[src/rtl/raw_frame_sync.sv]
// rtl/raw_frame_sync.sv - frame-alignment controller for the combined multi-lane sample stream
// Checks per-lane channel tags, hunts for frame start and forwards only aligned frames with SOF/EOF.
module raw_frame_sync #(
    parameter int LANES       = 5,
    parameter int CH_PER_LANE = 32,
    parameter int DATA_W      = 16,
    parameter int TAG_W       = 12
) (
    input  logic                    bus_clk,
    input  logic                    reset,
    input  logic                    enable,
    input  logic                    s_valid,
    output logic                    s_ready,
    input  logic [LANES*DATA_W-1:0] s_data,
    input  logic [LANES*TAG_W-1:0]  s_ch,
    output logic                    m_valid,
    input  logic                    m_ready,
    output logic [LANES*DATA_W-1:0] m_data,
    output logic                    m_sof,
    output logic                    m_eof,
    output logic                    locked,
    output logic [31:0]             frame_cnt,
    output logic [15:0]             err_cnt,
    output logic [15:0]             drop_cnt
);
    localparam int IDX_W = $clog2(CH_PER_LANE);
    localparam logic [IDX_W-1:0] IDX_LAST = IDX_W'(CH_PER_LANE - 1);

    typedef enum logic [1:0] {S_IDLE, S_HUNT, S_LOCKED, S_DRAIN} state_t;

    state_t                    r_state;
    logic [IDX_W-1:0]          r_idx;
    logic                      r_m_valid;
    logic                      r_m_sof;
    logic                      r_m_eof;
    logic [LANES*DATA_W-1:0]   r_m_data;
    logic [31:0]               r_frame_cnt;
    logic [15:0]               r_err_cnt;
    logic [15:0]               r_drop_cnt;

    logic                      w_out_free;
    logic                      w_accept;
    logic                      w_match_idx;
    logic                      w_match_zero;
    logic [IDX_W-1:0]          w_idx_next;

    function automatic logic tags_ok(input logic [LANES*TAG_W-1:0] ch, input logic [IDX_W-1:0] i);
        logic ok;
        ok = 1'b1;
        for (int k = 0; k < LANES; k++) begin
            if (ch[k*TAG_W +: TAG_W] != ({{(TAG_W-IDX_W){1'b0}}, i} + TAG_W'(k*CH_PER_LANE)))
                ok = 1'b0;
        end
        return ok;
    endfunction

    assign w_out_free   = !r_m_valid || m_ready;
    assign s_ready      = (r_state == S_IDLE || r_state == S_HUNT) ? 1'b1 : w_out_free;
    assign w_accept     = s_valid && s_ready;
    assign w_match_idx  = tags_ok(s_ch, r_idx);
    assign w_match_zero = tags_ok(s_ch, '0);
    assign w_idx_next   = (r_idx == IDX_LAST) ? '0 : r_idx + 1'b1;

    always_ff @(posedge bus_clk) begin
        if (reset) begin
            r_state     <= S_IDLE;
            r_idx       <= '0;
            r_m_valid   <= 1'b0;
            r_m_sof     <= 1'b0;
            r_m_eof     <= 1'b0;
            r_m_data    <= '0;
            r_frame_cnt <= '0;
            r_err_cnt   <= '0;
            r_drop_cnt  <= '0;
        end else begin
            if (m_ready) begin
                r_m_valid <= 1'b0;
                r_m_sof   <= 1'b0;
                r_m_eof   <= 1'b0;
            end
            case (r_state)
                S_IDLE: begin
                    if (enable)
                        r_state <= S_HUNT;
                end
                S_HUNT: begin
                    // A sync beat arriving while the output register is still stalled cannot be
                    // loaded, so it is treated like any other hunted-away beat.
                    if (w_accept && w_match_zero && w_out_free) begin
                        r_m_valid <= 1'b1;
                        r_m_sof   <= 1'b1;
                        r_m_eof   <= 1'b0;
                        r_m_data  <= s_data;
                        r_idx     <= IDX_W'(1);
                        r_state   <= S_LOCKED;
                    end else begin
                        if (w_accept && r_drop_cnt != 16'hFFFF)
                            r_drop_cnt <= r_drop_cnt + 1'b1;
                        if (!enable)
                            r_state <= S_IDLE;
                    end
                end
                default: begin
                    if (w_accept && w_match_idx) begin
                        r_m_valid <= 1'b1;
                        r_m_sof   <= (r_idx == '0);
                        r_m_eof   <= (r_idx == IDX_LAST);
                        r_m_data  <= s_data;
                        r_idx     <= w_idx_next;
                        if (r_idx == IDX_LAST)
                            r_frame_cnt <= r_frame_cnt + 1'b1;
                        // Disabling only stops at a frame boundary; otherwise finish the frame.
                        r_state <= enable ? S_LOCKED : ((w_idx_next == '0) ? S_IDLE : S_DRAIN);
                    end else if (w_accept) begin
                        if (r_err_cnt != 16'hFFFF)
                            r_err_cnt <= r_err_cnt + 1'b1;
                        r_idx   <= '0;
                        r_state <= (r_state == S_LOCKED) ? S_HUNT : S_IDLE;
                    end else begin
                        r_state <= enable ? S_LOCKED : ((r_idx == '0) ? S_IDLE : S_DRAIN);
                    end
                end
            endcase
        end
    end

    assign m_valid   = r_m_valid;
    assign m_sof     = r_m_sof;
    assign m_eof     = r_m_eof;
    assign m_data    = r_m_data;
    assign locked    = (r_state == S_LOCKED) || (r_state == S_DRAIN);
    assign frame_cnt = r_frame_cnt;
    assign err_cnt   = r_err_cnt;
    assign drop_cnt  = r_drop_cnt;

endmodule
[config.mk]
export PLATFORM = sky130hd
export DESIGN_NAME = raw_frame_sync
export DESIGN_NICKNAME = d
export VERILOG_FILES = /design/src/rtl/raw_frame_sync.sv
export SDC_FILE = /design/constraint.sdc
export NUM_CORES = 1
export LEC_CHECK = 0
export ABC_CLOCK_PERIOD_IN_PS = 5600
export BUFFER_PORTS_ARGS = -buffer_cell sky130_fd_sc_hd__buf_4
export CORE_ASPECT_RATIO = 1.75
export CORE_MARGIN = 3
export CORE_UTILIZATION = 48
export DETAILED_ROUTE_END_ITERATION = 8
export HOLD_SLACK_MARGIN = 0.08
export PLACE_DENSITY = 0.81
export SYNTH_ARGS = -nofsm -noshare
export SYNTH_HDL_FRONTEND = slang
export SYNTH_SLANG_ARGS = --single-unit
export TNS_END_PERCENT = 10
[constraint.sdc]
create_clock -name bus_clk -period 5.6 [get_ports bus_clk]
set_clock_uncertainty 0.15 [all_clocks]
set_input_delay 0.28 -clock bus_clk [delete_from_list [all_inputs] [get_ports bus_clk]]
set_output_delay 0.28 -clock bus_clk [all_outputs]
set_load 0.01 [all_outputs]
# Word-level counts from Yosys, hierarchy flattened
# Cells that the tools add are included.
# word_totals
reg_bits,154
input_bits,145
wordCells,103
# classes
addsub,8
eq_ne,18
n_mux,42
bitwise,4
n_reduce_logical,22
# op_table
operator,count
$mux 80,2
$pmux 80 s2,1
$add 16x1->16 const B,2
$add 32x1->32 const B,1
$ne 16x16->1 const B,2
$ne 12x7->1 const B,2
$ne 12x8->1,2
$mux 1,21
$mux 5,4
$mux 2,9
$add 5x7->8 const B,2
$ne 12x5->1,1
$ne 12x6->1 const B,1
$ne 12x7->1,1
$ne 12x8->1 const B,1
$ne 12x9->1,1
$reduce_and 3->1,4
$reduce_bool 12->1,1
$logic_not 5->1,2
$pmux 5 s2,1
$add 5x8->9 const B,1
$add 5x6->7 const B,1
$pmux 1 s2,3
$add 5x1->5 const B,1
other kinds (17),27

# Depth between registers and ports, before layout
# Gate-level depths: netlist of run 1.
# depth
depth_word,10
depth_mapped,11
ltp_nobuf,8

# Least setup slack after synthesis of run 1
# No wires, ideal clock.
# synth_timing
path_kind,input -> register
from,input s_ch[4]
to,register r_drop_cnt[13] (netlist: drop_cnt[13])
arrival_time_ns,2.182
required_ns,5.329
path_slack_ns,3.147
path_stages,8
cell_sequence,or3_1 > or4_4 > nor4b_4 > a21o_1 > buf_2 > nor2_1 > nand3_1 > mux2_2
# synth_via
elab_chain_cells,10
# synth_rtl
element,line_no,rtl
"start, declared",15,"input logic [LANES*TAG_W-1:0] s_ch,"
$reduce_bool 12->1,51,"if (ch[k*TAG_W +: TAG_W] != ({{(TAG_W-IDX_W){1'b0}}, i} + TAG_W'(k*CH_PER_LANE)))"
$mux 1 (5 in series),51,
$logic_and 1x1->1 (2 in series),89,if (w_accept && w_match_zero && w_out_free) begin
$not 1->1 (no line),n/a,
$reduce_and 3->1 (no line),n/a,
"end signal, assigned",98,r_drop_cnt <= r_drop_cnt + 1'b1;
"end, declared",39,logic [15:0] r_drop_cnt;
# Every way passes these cells.
# A chain may end at the register's enable or synchronous reset.

# Worst setup path in the final report of run 1
# layout_timing
from,input m_ready
to,register r_m_data[42] (netlist: m_data[42])
# layout_via
elab_chain_cells,7
# layout_rtl
element,line_no,rtl
"start, declared",17,"input logic m_ready,"
$logic_or 1x1->1 *,57,assign w_out_free = !r_m_valid || m_ready;
$mux 1,58,assign s_ready = (r_state == S_IDLE || r_state == S_HUNT) ? 1'b1 : w_out_free;
$logic_and 1x1->1,59,assign w_accept = s_valid && s_ready;
$logic_and 1x1->1 (2 in series),89,
$ne 2x1->1 (no line),n/a,
$reduce_and 3->1 (no line) *,n/a,
"end signal, assigned",93,r_m_data <= s_data;
"end signal, assigned",108,r_m_data <= s_data;
"end, declared",36,logic [LANES*DATA_W-1:0] r_m_data;
# Every way passes the cells marked *; elsewhere a longest branch is shown, timed or not.

==> results.rst, run 1 <==
.. list-table::
   :header-rows: 1

   * - Metric
     - Value
   * - Standard cell area after detailed placement
     - 9030 sq um
   * - Leakage power summed over all cells
     - 0.00418 uW
   * - Number of flops mapped to enable cells by yosys
     - 0
   * - Library cells used by synthesis
     - 55
   * - Insertion delay to the later sink of the worst-skew pair
     - 0.42 ns
   * - DRC errors left
     - 0
   * - Combined area of all synthesized cells
     - 6830 sq um
   * - Post-route clock period utilization
     - 0.709
   * - Mapped Avg Cell Area
     - 8.04 sq um
   * - Pre-Repair DR Iteration Count
     - 5
   * - Total congestion overflow after global routing
     - 0
   * - Async S/R FF share, synth
     - 0
   * - Die X-Extent
     - 96.2 um
   * - First-pass GRT wire length
     - 36000 um
   * - RSZ-0062 raised after global routing
     - no
   * - Via total after detailed routing
     - 7715
   * - Post-layout min period
     - 3.97 ns
   * - Core Area
     - 13900 sq um
   * - Detailed Route WL
     - 23500 um
   * - Count of input and output buffers
     - 293
   * - Drt wl/cell
     - 16.9 um
   * - Post-detail-place hpwl
     - 15200 um
   * - Leading cell type in the layout, fill and taps excluded
     - sky130_fd_sc_hd__buf_4
   * - Clock tree buffer depth
     - 2
   * - Via count of the first global-routing pass
     - 7460
   * - Power Dens Cells
     - 229 nW/um^2
   * - Count of pins on the block boundary
     - 294
   * - Root buffer selected by CTS
     - sky130_fd_sc_hd__clkbuf_16
   * - Kind of end point of the critical path
     - register
   * - Result of the run
     - finished, final reports clean
   * - Data arrival time at the worst-slack endpoint
     - 4.16 ns
   * - Average vias per placed instance
     - 5.55
   * - Num Clock Sinks
     - 154
   * - Number of antenna violations at the first check in global routing
     - 1
   * - Max-slew violations
     - 0
   * - Number of buffers created by CTS
     - 17
   * - Data required, critical path
     - 5.79 ns
   * - Global-route usage over all layers
     - 0.289
   * - Crit start category
     - input pin
   * - Sum of negative setup slack
     - 0 ns
   * - VDD IR-drop max
     - 0.189 mV
   * - Worst setup path class
     - in -> reg
   * - Row cnt
     - 57
   * - Syn nets
     - 1000
   * - CTS tree
     - built
   * - Maximum level of the CTS H-tree
     - 4
   * - Most frequent cells in the layout
     - sky130_fd_sc_hd__buf_4 (298), sky130_fd_sc_hd__nand2_1 (191), sky130_fd_sc_hd__dfxtp_1 (154)
   * - Layout Nets
     - 1352
   * - Max-capacitance violation count
     - 0
   * - Layout Utilization
     - 0.749
   * - Number of filler instances in the final layout
     - 1000
   * - Seq/Total Area, Yosys
     - 0.452
   * - Path type of the worst min-delay path
     - in -> reg
   * - Die Height
     - 164 um
   * - Die Area
     - 15700 sq um
   * - Slew Limit Headroom
     - 0.338
   * - Starting Density
     - 0.491
   * - Initial DRC Count
     - 440
   * - Layout overhead on the synthesized area
     - 52.7%
   * - Maximum fanout along the worst path
     - 52
   * - Top achievable clock speed
     - 0.252 GHz
   * - Pin count of the biggest net entering global routing
     - 97
   * - # setup viols final
     - 0
   * - Non-filler cells in the finished layout
     - 1391
   * - Gate Count Post-Synth
     - 849
   * - Global placer's final weighted congestion
     - 0.919
   * - Least-Margin Pin Slew
     - 0.993 ns
   * - Post-route antenna net violation count
     - 0
   * - Post-synthesis register bit count
     - 154
   * - Final hold violation count
     - 0
   * - Yosys synthesis warning count
     - 0
   * - Final instance area
     - 10400 sq um
   * - CTS clk-pin slew, worst paths
     - 0.07 ns
   * - Dominant register cell in the synthesized netlist
     - sky130_fd_sc_hd__dfxtp_1
   * - Number of placed cells counting well taps
     - 1277
   * - CTS resizes
     - 0
   * - Share of post-route cells with drive strength above 1
     - 0.284
-- final cells by class --
cell class | count | area (sq um) | share of cell area
antenna | 1 | 2.50 | 0.000240
clock inverter | 13 | 135 | 0.0130
multi-input combinational | 636 | 3450 | 0.331
sequential | 154 | 3080 | 0.296
inverter | 12 | 45.0 | 0.00432
clock buffer | 18 | 429 | 0.0412
tap | 177 | 221 | 0.0212
timing repair buffer | 380 | 3060 | 0.293
-- logic make-up (layout without fill, tap and decap cells) --
| logic type | after synthesis | count (layout) | share of synthesized area |
|---|---|---|---|
| and+or+nand+nor | 426 | 426 | 0.310 |
| AOI/OAI and AO/OA | 164 | 164 | 0.131 |
| DFF | 154 | 154 | 0.452 |
| buffers and inverters | 59 | 423 | 0.0444 |
| xor gates and xnor gates | 36 | 36 | 0.0462 |
| adders and majority gates | 6 | 6 | 0.0110 |
| muxes | 4 | 4 | 0.00623 |
| other | 0 | 1 | 0 |
-- power by group --
group          internal, uW  switching, uW
combinational           111           61.6
clock                   623            496
sequential             1100          0.931
total                  1830            558
-- per-layer routing --
layer,up-vias,wire (um),global-route usage,share of wire
li1,3679,-,-,-
met3,93,1640,0.0802,0.070
met5,-,0,0,0
met4,0,1300,0.165,0.055
met1,3631,8310,0.304,0.35
met2,312,12200,0.504,0.52
-- through the flow --
stage | total power [uW] | hold WS (ns) | worst slack [ns]
after floorplan | 1150 | 0.270 | 3.15
after global placement | 1240 | 0.288 | 1.86
after detailed placement | 1240 | 0.293 | 1.79
after CTS | 2400 | 0.199 | 1.75
after global routing | 2450 | 0.216 | 1.40
final | 2390 | 0.217 | 1.63
-- Yosys cell counts, types with 4 or more instances --
master,n,area [sq um]
sky130_fd_sc_hd__nand2_1,191,717
sky130_fd_sc_hd__dfxtp_1,154,3080
sky130_fd_sc_hd__a21oi_1,114,571
sky130_fd_sc_hd__nor2_1,50,188
sky130_fd_sc_hd__nand3_1,35,175
sky130_fd_sc_hd__clkbuf_1,30,113
sky130_fd_sc_hd__or3_1,30,188
sky130_fd_sc_hd__o21ai_0,27,135
sky130_fd_sc_hd__nand4_1,26,163
sky130_fd_sc_hd__xnor2_1,20,175
sky130_fd_sc_hd__xor2_1,16,140
sky130_fd_sc_hd__nor3_1,15,75.1
sky130_fd_sc_hd__nor4_1,14,87.6
sky130_fd_sc_hd__and3_1,12,75.1
sky130_fd_sc_hd__inv_1,12,45.0
sky130_fd_sc_hd__buf_6,9,101
sky130_fd_sc_hd__nor4b_1,9,78.8
sky130_fd_sc_hd__and4_1,7,61.3
sky130_fd_sc_hd__or4_1,7,52.6
sky130_fd_sc_hd__ha_1,6,75.1
sky130_fd_sc_hd__buf_2,5,25.0
sky130_fd_sc_hd__nor2b_1,5,31.3
sky130_fd_sc_hd__and2_1,4,25.0
-- flip-flops by register name (all words and copies together), names as in the netlist --
| signal | cells |
|---|---|
| m_valid | 1 |
| r_idx | 5 |
| m_data | 80 |
| m_eof | 1 |
| m_sof | 1 |
| err_cnt | 16 |
| drop_cnt | 16 |
| frame_cnt | 32 |
| r_state | 2 |
-- path summary, 6_finish.rpt --
path | endpoint | slack [ns] | from | cells after the start
setup / recovery | m_data[42]$_SDFFE_PP0P_ | 1.63 | m_ready | 10
setup reg to reg | m_data[42]$_SDFFE_PP0P_ | 1.84 | m_valid$_SDFF_PP0_ | 8
hold reg to reg | m_data[76]$_SDFFE_PP0P_ | 0.30 | m_data[76]$_SDFFE_PP0P_ | 2
hold / removal | r_state[1]$_SDFFE_PP0P_ | 0.22 | s_valid | 4
-- what timing repair did --
action | in CTS | in global routing
hold endpoints to repair | 82 | 0
endpoints found under the setup margin | 0 | 0
buffers inserted | 0 | 0
hold buffers | 82 | 0
-- worst max-delay path, stage by stage --
cell,delay [ns]
sky130_fd_sc_hd__dlygate4sd3_1,0.56
sky130_fd_sc_hd__buf_4,0.12
sky130_fd_sc_hd__nand3b_1,0.25
sky130_fd_sc_hd__nand4_1,0.18
sky130_fd_sc_hd__nor3_1,0.49
sky130_fd_sc_hd__and4bb_1,0.78
sky130_fd_sc_hd__a21o_2,0.57
sky130_fd_sc_hd__buf_4,0.55
sky130_fd_sc_hd__nand2_1,0.15
sky130_fd_sc_hd__a21oi_1,0.21
Power figures use the tool's default switching activity.
==> inputs of run 2 (changes only) <==
--- a/config.mk
+++ b/config.mk
@@ -5,7 +5,7 @@
 export SDC_FILE = /design/constraint.sdc
 export NUM_CORES = 1
 export LEC_CHECK = 0
-export ABC_CLOCK_PERIOD_IN_PS = 5600
+export ABC_CLOCK_PERIOD_IN_PS = 4100
 export BUFFER_PORTS_ARGS = -buffer_cell sky130_fd_sc_hd__buf_4
 export CORE_ASPECT_RATIO = 1.75
 export CORE_MARGIN = 3
==> constraint.sdc (replaced) <==
create_clock -name bus_clk -period 4.1 [get_ports bus_clk]
set_clock_uncertainty 0.15 [all_clocks]
set_input_delay 0.205 -clock bus_clk [delete_from_list [all_inputs] [get_ports bus_clk]]
set_output_delay 0.205 -clock bus_clk [all_outputs]
set_load 0.01 [all_outputs]
==> run 2 against run 1 <==
- sequential share of layout area is 0.071 points lower
- critical path type unchanged
- global-route usage increased by 0.38 points
- via count up 0.93%
- register-to-register slack got worse by 1.1 ns
- utilization grew 0.18 points
- largest cell class unchanged
- highest routed layer unchanged
- worst hold slack worse by 0.10 ns
- power grew 36%
- design area is 0.24% higher
- combinational power is 38% higher
- first-iteration DRC count fell by 18%
==> results.rst, run 2 (synthesized netlist as in run 1, its figures left out) <==
.. list-table::
   :header-rows: 1

   * - Metric
     - Value
   * - Result of the run
     - finished, final reports clean
   * - Starting Density
     - 0.491 (unchanged)
   * - Count of input and output buffers
     - 293 (unchanged)
   * - Antenna Cells
     - 0 (-1)
   * - Routing layer with the top usage in global route
     - met2
   * - Maximum fanout along the worst path
     - 37 (-29%)
   * - Power Dens Cells
     - 312 nW/um^2 (+36%)
   * - Detailed Route WL
     - 23900 um (+1.7%)
   * - Die Area
     - 15700 sq um (unchanged)
   * - Standard cell area after detailed placement
     - 9060 sq um (+0.30%)
   * - Kind of end point of the critical path
     - register
   * - Layout Utilization
     - 0.751 (+0.00180)
   * - Hold Slack
     - 0.116 ns (-0.101 ns)
   * - Met3 Use GR
     - 0.0907 (+0.0105)
   * - Total congestion overflow after global routing
     - 0 (unchanged)
   * - Leakage power summed over all cells
     - 0.00419 uW (+0.28%)
   * - Max-capacitance violation count
     - 0 (unchanged)
   * - Global Route met1 Usage
     - 0.304 (about the same)
   * - Number of buffers created by CTS
     - 17 (unchanged)
   * - Most frequent cells in the layout
     - sky130_fd_sc_hd__buf_4 (299), sky130_fd_sc_hd__nand2_1 (191), sky130_fd_sc_hd__dfxtp_1 (154)
   * - Crit start category
     - input pin
   * - Met2 track utilization from global routing
     - 0.504 (-0.000629)
   * - Average vias per placed instance
     - 5.59 (+0.86%)
   * - Pre-Repair DR Iteration Count
     - 7 (+2)
   * - Clock tree buffer depth
     - 2 (unchanged)
   * - Leading cell type in the layout, fill and taps excluded
     - sky130_fd_sc_hd__buf_4
   * - # setup viols final
     - 0 (unchanged)
   * - Sum of negative setup slack
     - 0 ns (unchanged)
   * - Number of antenna violations at the first check in global routing
     - 0 (-1)
   * - Die X-Extent
     - 96.2 um (unchanged)
   * - Max-slew violations
     - 0 (unchanged)
   * - VDD IR-drop max
     - 0.276 mV (+46%)
   * - Die Height
     - 164 um (unchanged)
   * - Final instance area
     - 10400 sq um (+0.24%)
   * - Post-route clock period utilization
     - 0.872
   * - CTS tree
     - built
   * - Global placer's final weighted congestion
     - 0.921 (+0.26%)
   * - Overall power consumption
     - 3260 uW (+36%)
   * - Row cnt
     - 57 (unchanged)
   * - Pin count of the biggest net entering global routing
     - 81 (-16%)
   * - Via count of the first global-routing pass
     - 7549 (+1.2%)
   * - CTS clk-pin slew, worst paths
     - 0.07 ns (about the same)
   * - Global-route usage over all layers
     - 0.293 (+0.00380)
   * - RSZ-0062 raised after global routing
     - no
   * - Via total after detailed routing
     - 7787 (+0.93%)
   * - DRC errors left
     - 0 (unchanged)
   * - Post-CTS Setup Inserts
     - 0 (unchanged)
   * - Num Clock Sinks
     - 154 (unchanged)
   * - First-pass GRT wire length
     - 36600 um (+1.6%)
   * - Maximum level of the CTS H-tree
     - 4 (unchanged)
   * - Number of flip-flops in the largest register
     - 80 (unchanged)
   * - Initial DRC Count
     - 361 (-18%)
   * - Data required, critical path
     - 4.26 ns (-1.53 ns)
   * - Layout overhead on the synthesized area
     - 53.0%
   * - Layout Nets
     - 1354 (+0.15%)
   * - Post-detail-place hpwl
     - 15200 um (about the same)
   * - Path type of the worst min-delay path
     - in -> reg
   * - Worst setup path class
     - in -> reg
   * - Count of pins on the block boundary
     - 294 (unchanged)
   * - Least-Margin Pin Slew
     - 1.03 ns (+0.0319 ns)
   * - Post-route antenna net violation count
     - 0 (unchanged)
   * - Data arrival time at the worst-slack endpoint
     - 3.74 ns (-0.42 ns)
   * - Slew Limit Headroom
     - 0.315 (-0.0228)
   * - Root buffer selected by CTS
     - sky130_fd_sc_hd__clkbuf_16
   * - Top achievable clock speed
     - 0.280 GHz
   * - Number of filler instances in the final layout
     - 990 (-1.0%)
   * - Final hold violation count
     - 0 (unchanged)
   * - Drt wl/cell
     - 17.2 um (+1.7%)
   * - Core Area
     - 13900 sq um (unchanged)
   * - Post-layout min period
     - 3.58 ns
   * - CTS resizes
     - 0 (unchanged)
   * - Share of post-route cells with drive strength above 1
     - 0.286 (+0.00118)
   * - Insertion delay to the later sink of the worst-skew pair
     - 0.42 ns (about the same)
-- run 2: changes by cell type in the layout (fill, tap and decap cells not counted), sizes merged --
cell   change
buf        +2
diode      -1
-- run 2: through the flow --
| step | setup slack [ns] | cells |
|---|---|---|
| finish | 0.524 | 1392 |
| global route | 0.305 | 1392 |
| CTS | 0.658 | 1392 |
| detailed placement | 0.699 | 1279 |
| global placement | 0.769 | 1279 |
| floorplan | 1.67 | 849 |
-- run 2: final cells by class --
cell class | instances | area (sq um) | share of cell area
multi-input cells | 636 | 3450 | 0.330
repair buffers | 382 | 3090 | 0.295
flip-flops and latches | 154 | 3080 | 0.295
clock buffers | 18 | 429 | 0.0411
well taps | 177 | 221 | 0.0212
clock inverters | 13 | 135 | 0.0129
inverters | 12 | 45.0 | 0.00431
-- run 2: layer usage --
metal  vias to the layer above  wire, um
li1                       3674         -
met1                      3664      8450
met2                       348     12400
met3                       101      1770
met4                         0      1290
met5                         -         0
-- run 2: critical path, cell delays in order --
cell and delay, ns:
sky130_fd_sc_hd__dlygate4sd3_1 0.55, sky130_fd_sc_hd__buf_4 0.15, sky130_fd_sc_hd__nand3b_1 0.27, sky130_fd_sc_hd__nand4_1 0.23
sky130_fd_sc_hd__nor3_1 0.13, sky130_fd_sc_hd__and4bb_1 0.45, sky130_fd_sc_hd__a21oi_4 0.91, sky130_fd_sc_hd__buf_4 0.48
sky130_fd_sc_hd__nand2_1 0.09, sky130_fd_sc_hd__a21oi_1 0.25
-- run 2: power by group --
part | internal (uW) | leakage (uW) | switching (uW)
clock | 851 | 0.000264 | 672
combinational | 152 | 0.00268 | 85.8
sequential | 1500 | 0.00124 | 1.33
total | 2500 | 0.00419 | 759
-- run 2: worst paths after layout --
check	startpoint	cells past startpoint	end	slack (ns)
worst max-delay path	m_ready	10	m_data[32]$_SDFFE_PP0P_	0.52
worst min-delay path	reset	2	drop_cnt[14]$_SDFFE_PP0P_	0.12
worst max register to register	m_valid$_SDFF_PP0_	8	m_data[32]$_SDFFE_PP0P_	0.73
worst min register to register	m_data[3]$_SDFFE_PP0P_	2	m_data[3]$_SDFFE_PP0P_	0.30
-- run 2: timing repair --
action	in CTS	in global routing
hold endpoints to repair	83	0
setup endpoints to repair	0	0
hold buffers	82	0
==> inputs of run 3 (changes only) <==
--- a/config.mk
+++ b/config.mk
@@ -6,7 +6,7 @@
 export NUM_CORES = 1
 export LEC_CHECK = 0
 export ABC_CLOCK_PERIOD_IN_PS = 4100
-export BUFFER_PORTS_ARGS = -buffer_cell sky130_fd_sc_hd__buf_4
+export BUFFER_PORTS_ARGS = -buffer_cell sky130_fd_sc_hd__buf_2
 export CORE_ASPECT_RATIO = 1.75
 export CORE_MARGIN = 3
 export CORE_UTILIZATION = 48
==> run 3 against run 2 <==
- non-clock buffer count grew 2
- worst hold slack better by 0.012 ns
- sequential power about the same
- register-to-register slack gained 0.16 ns
- first-iteration DRC count rose by 2.2%
- sequential share of layout area rose by 2.2 points
- flip-flop and latch count stayed put
- design area down 6.9%
- global-route usage fell by 0.72 points
- cell count grew 0.14%
- power is 1.9% lower
- critical path type unchanged
==> results.rst, run 3 (synthesized netlist as in run 1, its figures left out) <==
.. list-table::
   :header-rows: 1

   * - Metric
     - Value
   * - Starting Density
     - 0.491 (unchanged)
   * - Path type of the worst min-delay path
     - in -> reg
   * - Detailed Route WL
     - 22600 um (-5.5%)
   * - Layout overhead on the synthesized area
     - 42.5%
   * - Leakage power summed over all cells
     - 0.00409 uW (-2.3%)
   * - CTS clk-pin slew, worst paths
     - 0.07 ns (about the same)
   * - Combinational power share
     - 0.061 (-0.012)
   * - Num Clock Sinks
     - 154 (unchanged)
   * - Hold Slack
     - 0.127 ns (+0.0118 ns)
   * - Post-route clock period utilization
     - 0.817 (-0.0554)
   * - Layout Nets
     - 1356 (+0.15%)
   * - Global-route usage over all layers
     - 0.286 (-0.00722)
   * - P_sw
     - 739 uW (-2.6%)
   * - Drt wl/cell
     - 16.2 um (-5.6%)
   * - Crit start category
     - input pin
   * - Share of total power in sequential cells
     - 0.469 (+0.009)
   * - Least-Margin Pin Slew
     - 0.888 ns (-0.137 ns)
   * - Layout Utilization
     - 0.700 (-0.0516)
   * - Slew Limit Headroom
     - 0.408 (+0.0931)
   * - Root buffer selected by CTS
     - sky130_fd_sc_hd__clkbuf_16
   * - Core Area
     - 13900 sq um (unchanged)
   * - Worst setup path class
     - in -> reg
   * - Number of flip-flops in the largest register
     - 80 (unchanged)
   * - Register-to-register path setup slack
     - 0.89 ns (+0.16 ns)
   * - Max-slew violations
     - 0 (unchanged)
   * - Post-detail-place hpwl
     - 14800 um (-2.9%)
   * - First-pass GRT wire length
     - 35600 um (-2.5%)
   * - VDD IR-drop max
     - 0.308 mV (+12%)
   * - Data required, critical path
     - 4.26 ns (about the same)
   * - Largest stage delay, worst path
     - 0.55 ns (-0.36 ns)
   * - DRC errors left
     - 0 (unchanged)
   * - Startpoint of the lowest-slack hold path
     - s_valid
   * - Kind of end point of the critical path
     - register
   * - Total congestion overflow after global routing
     - 0 (unchanged)
   * - # setup viols final
     - 0 (unchanged)
   * - Power Dens Cells
     - 329 nW/um^2 (+5.3%)
   * - Ordered cell list for the critical path
     - dlygate4sd3_1, buf_2, nand3b_1, nand4_1, nor3_1, and4bb_1, a21o_2, buf_4, nand2_1, a21oi_1
   * - Via total after detailed routing
     - 7665 (-1.6%)
   * - Initial DRC Count
     - 369 (+2.2%)
   * - Count of pins on the block boundary
     - 294 (unchanged)
   * - Row cnt
     - 57 (unchanged)
   * - Data arrival time at the worst-slack endpoint
     - 3.51 ns (-0.23 ns)
   * - Switching portion of total power
     - 0.231 (-0.00175)
   * - Count of input and output buffers
     - 293 (unchanged)
   * - RSZ-0062 raised after global routing
     - no
   * - Pint
     - 2460 uW (-1.7%)
   * - Pin count of the biggest net entering global routing
     - 83 (+2.5%)
   * - Number of buffers created by CTS
     - 17 (unchanged)
   * - Die X-Extent
     - 96.2 um (unchanged)
   * - Leading cell type in the layout, fill and taps excluded
     - sky130_fd_sc_hd__buf_2
   * - Share of post-route cells with drive strength above 1
     - 0.287 (+0.00117)
   * - Number of antenna violations at the first check in global routing
     - 0 (unchanged)
   * - Via count of the first global-routing pass
     - 7378 (-2.3%)
   * - Launching instance or port of the critical path
     - m_ready
   * - Die Height
     - 164 um (unchanged)
   * - Result of the run
     - finished, final reports clean
   * - Clock tree buffer depth
     - 2 (unchanged)
   * - Sum of negative setup slack
     - 0 ns (unchanged)
   * - Insertion delay to the later sink of the worst-skew pair
     - 0.42 ns (about the same)
   * - Crit Reg-Reg Startpoint
     - m_valid$_SDFF_PP0_
   * - Post-layout min period
     - 3.35 ns (-0.227 ns)
   * - Maximum level of the CTS H-tree
     - 4 (unchanged)
   * - Antenna Cells
     - 0 (unchanged)
   * - Max-capacitance violation count
     - 0 (unchanged)
   * - CTS tree
     - built
   * - Final hold violation count
     - 0 (unchanged)
   * - Overall power consumption
     - 3200 uW (-1.9%)
   * - Maximum fanout along the worst path
     - 25 (-32%)
   * - Die Area
     - 15700 sq um (unchanged)
   * - Global placer's final weighted congestion
     - 0.934 (+1.4%)
   * - Most frequent cells in the layout
     - sky130_fd_sc_hd__buf_2 (292), sky130_fd_sc_hd__nand2_1 (191), sky130_fd_sc_hd__dfxtp_1 (154)
   * - Post-route antenna net violation count
     - 0 (unchanged)
   * - Relative contribution of the clock network to total power
     - 0.471 (+0.004)
   * - Master of the slowest instance on the critical path
     - sky130_fd_sc_hd__a21o_2
   * - Average vias per placed instance
     - 5.50 (-1.7%)
   * - Pre-Repair DR Iteration Count
     - 5 (-2)
   * - CTS resizes
     - 0 (unchanged)
   * - Top achievable clock speed
     - 0.299 GHz (+6.8%)
==> run 3: routing by layer <==
layer	routed length [um]	GRT usage
met1	8090	0.309
met2	11600	0.479
met3	1670	0.0953
met4	1210	0.160
met5	0	0
==> run 3: critical path, delay by kind of cell <==
kind	cells	cell delay (ns)
compound gates	2	0.81
simple gates	5	1.49
buf+inv	3	0.99
==> run 3: path summary, 6_finish.rpt <==
kind / cells past startpoint / end
max: 10 / m_data[31]$_SDFFE_PP0P_
min: 4 / r_state[1]$_SDFFE_PP0P_
max reg2reg: 8 / m_data[31]$_SDFFE_PP0P_
min reg2reg: 2 / m_data[16]$_SDFFE_PP0P_
==> run 3: area by class of cell <==
| class | count | area (sq um) |
|---|---|---|
| Clock buffer | 18 | 429 |
| Clock inverter | 13 | 133 |
| Sequential cell | 154 | 3080 |
| Fill cell | 1100 | 4180 |
| Timing Repair Buffer | 384 | 2370 |
| Tap cell | 177 | 221 |
| Inverter | 12 | 45.0 |
| Multi-Input combinational cell | 636 | 3450 |
==> run 3: repair_timing <==
item                                   4_1_cts  5_1_grt
hold buffers                                82        0
buffers inserted                             0        0
endpoints found under the hold margin       83        0
==> run 3: power groups by stage <==
stage               Clock (uW)  Combinational, uW  Sequential, uW
floorplan                    0               41.1            1530
global placement             0                127            1530
detailed placement           0                126            1530
CTS                       1530                190            1500
global route              1600                211            1500
finish                    1500                195            1500
==> run 3: stage by stage <==
step,setup slack (ns),std cells,instance area (sq um)
after detailed placement,0.952,1281,8350
final,0.751,1394,9730
after global routing,0.552,1394,9730
after floorplan,1.67,849,6830
after global placement,1.00,1281,8350
after CTS,0.864,1394,9730
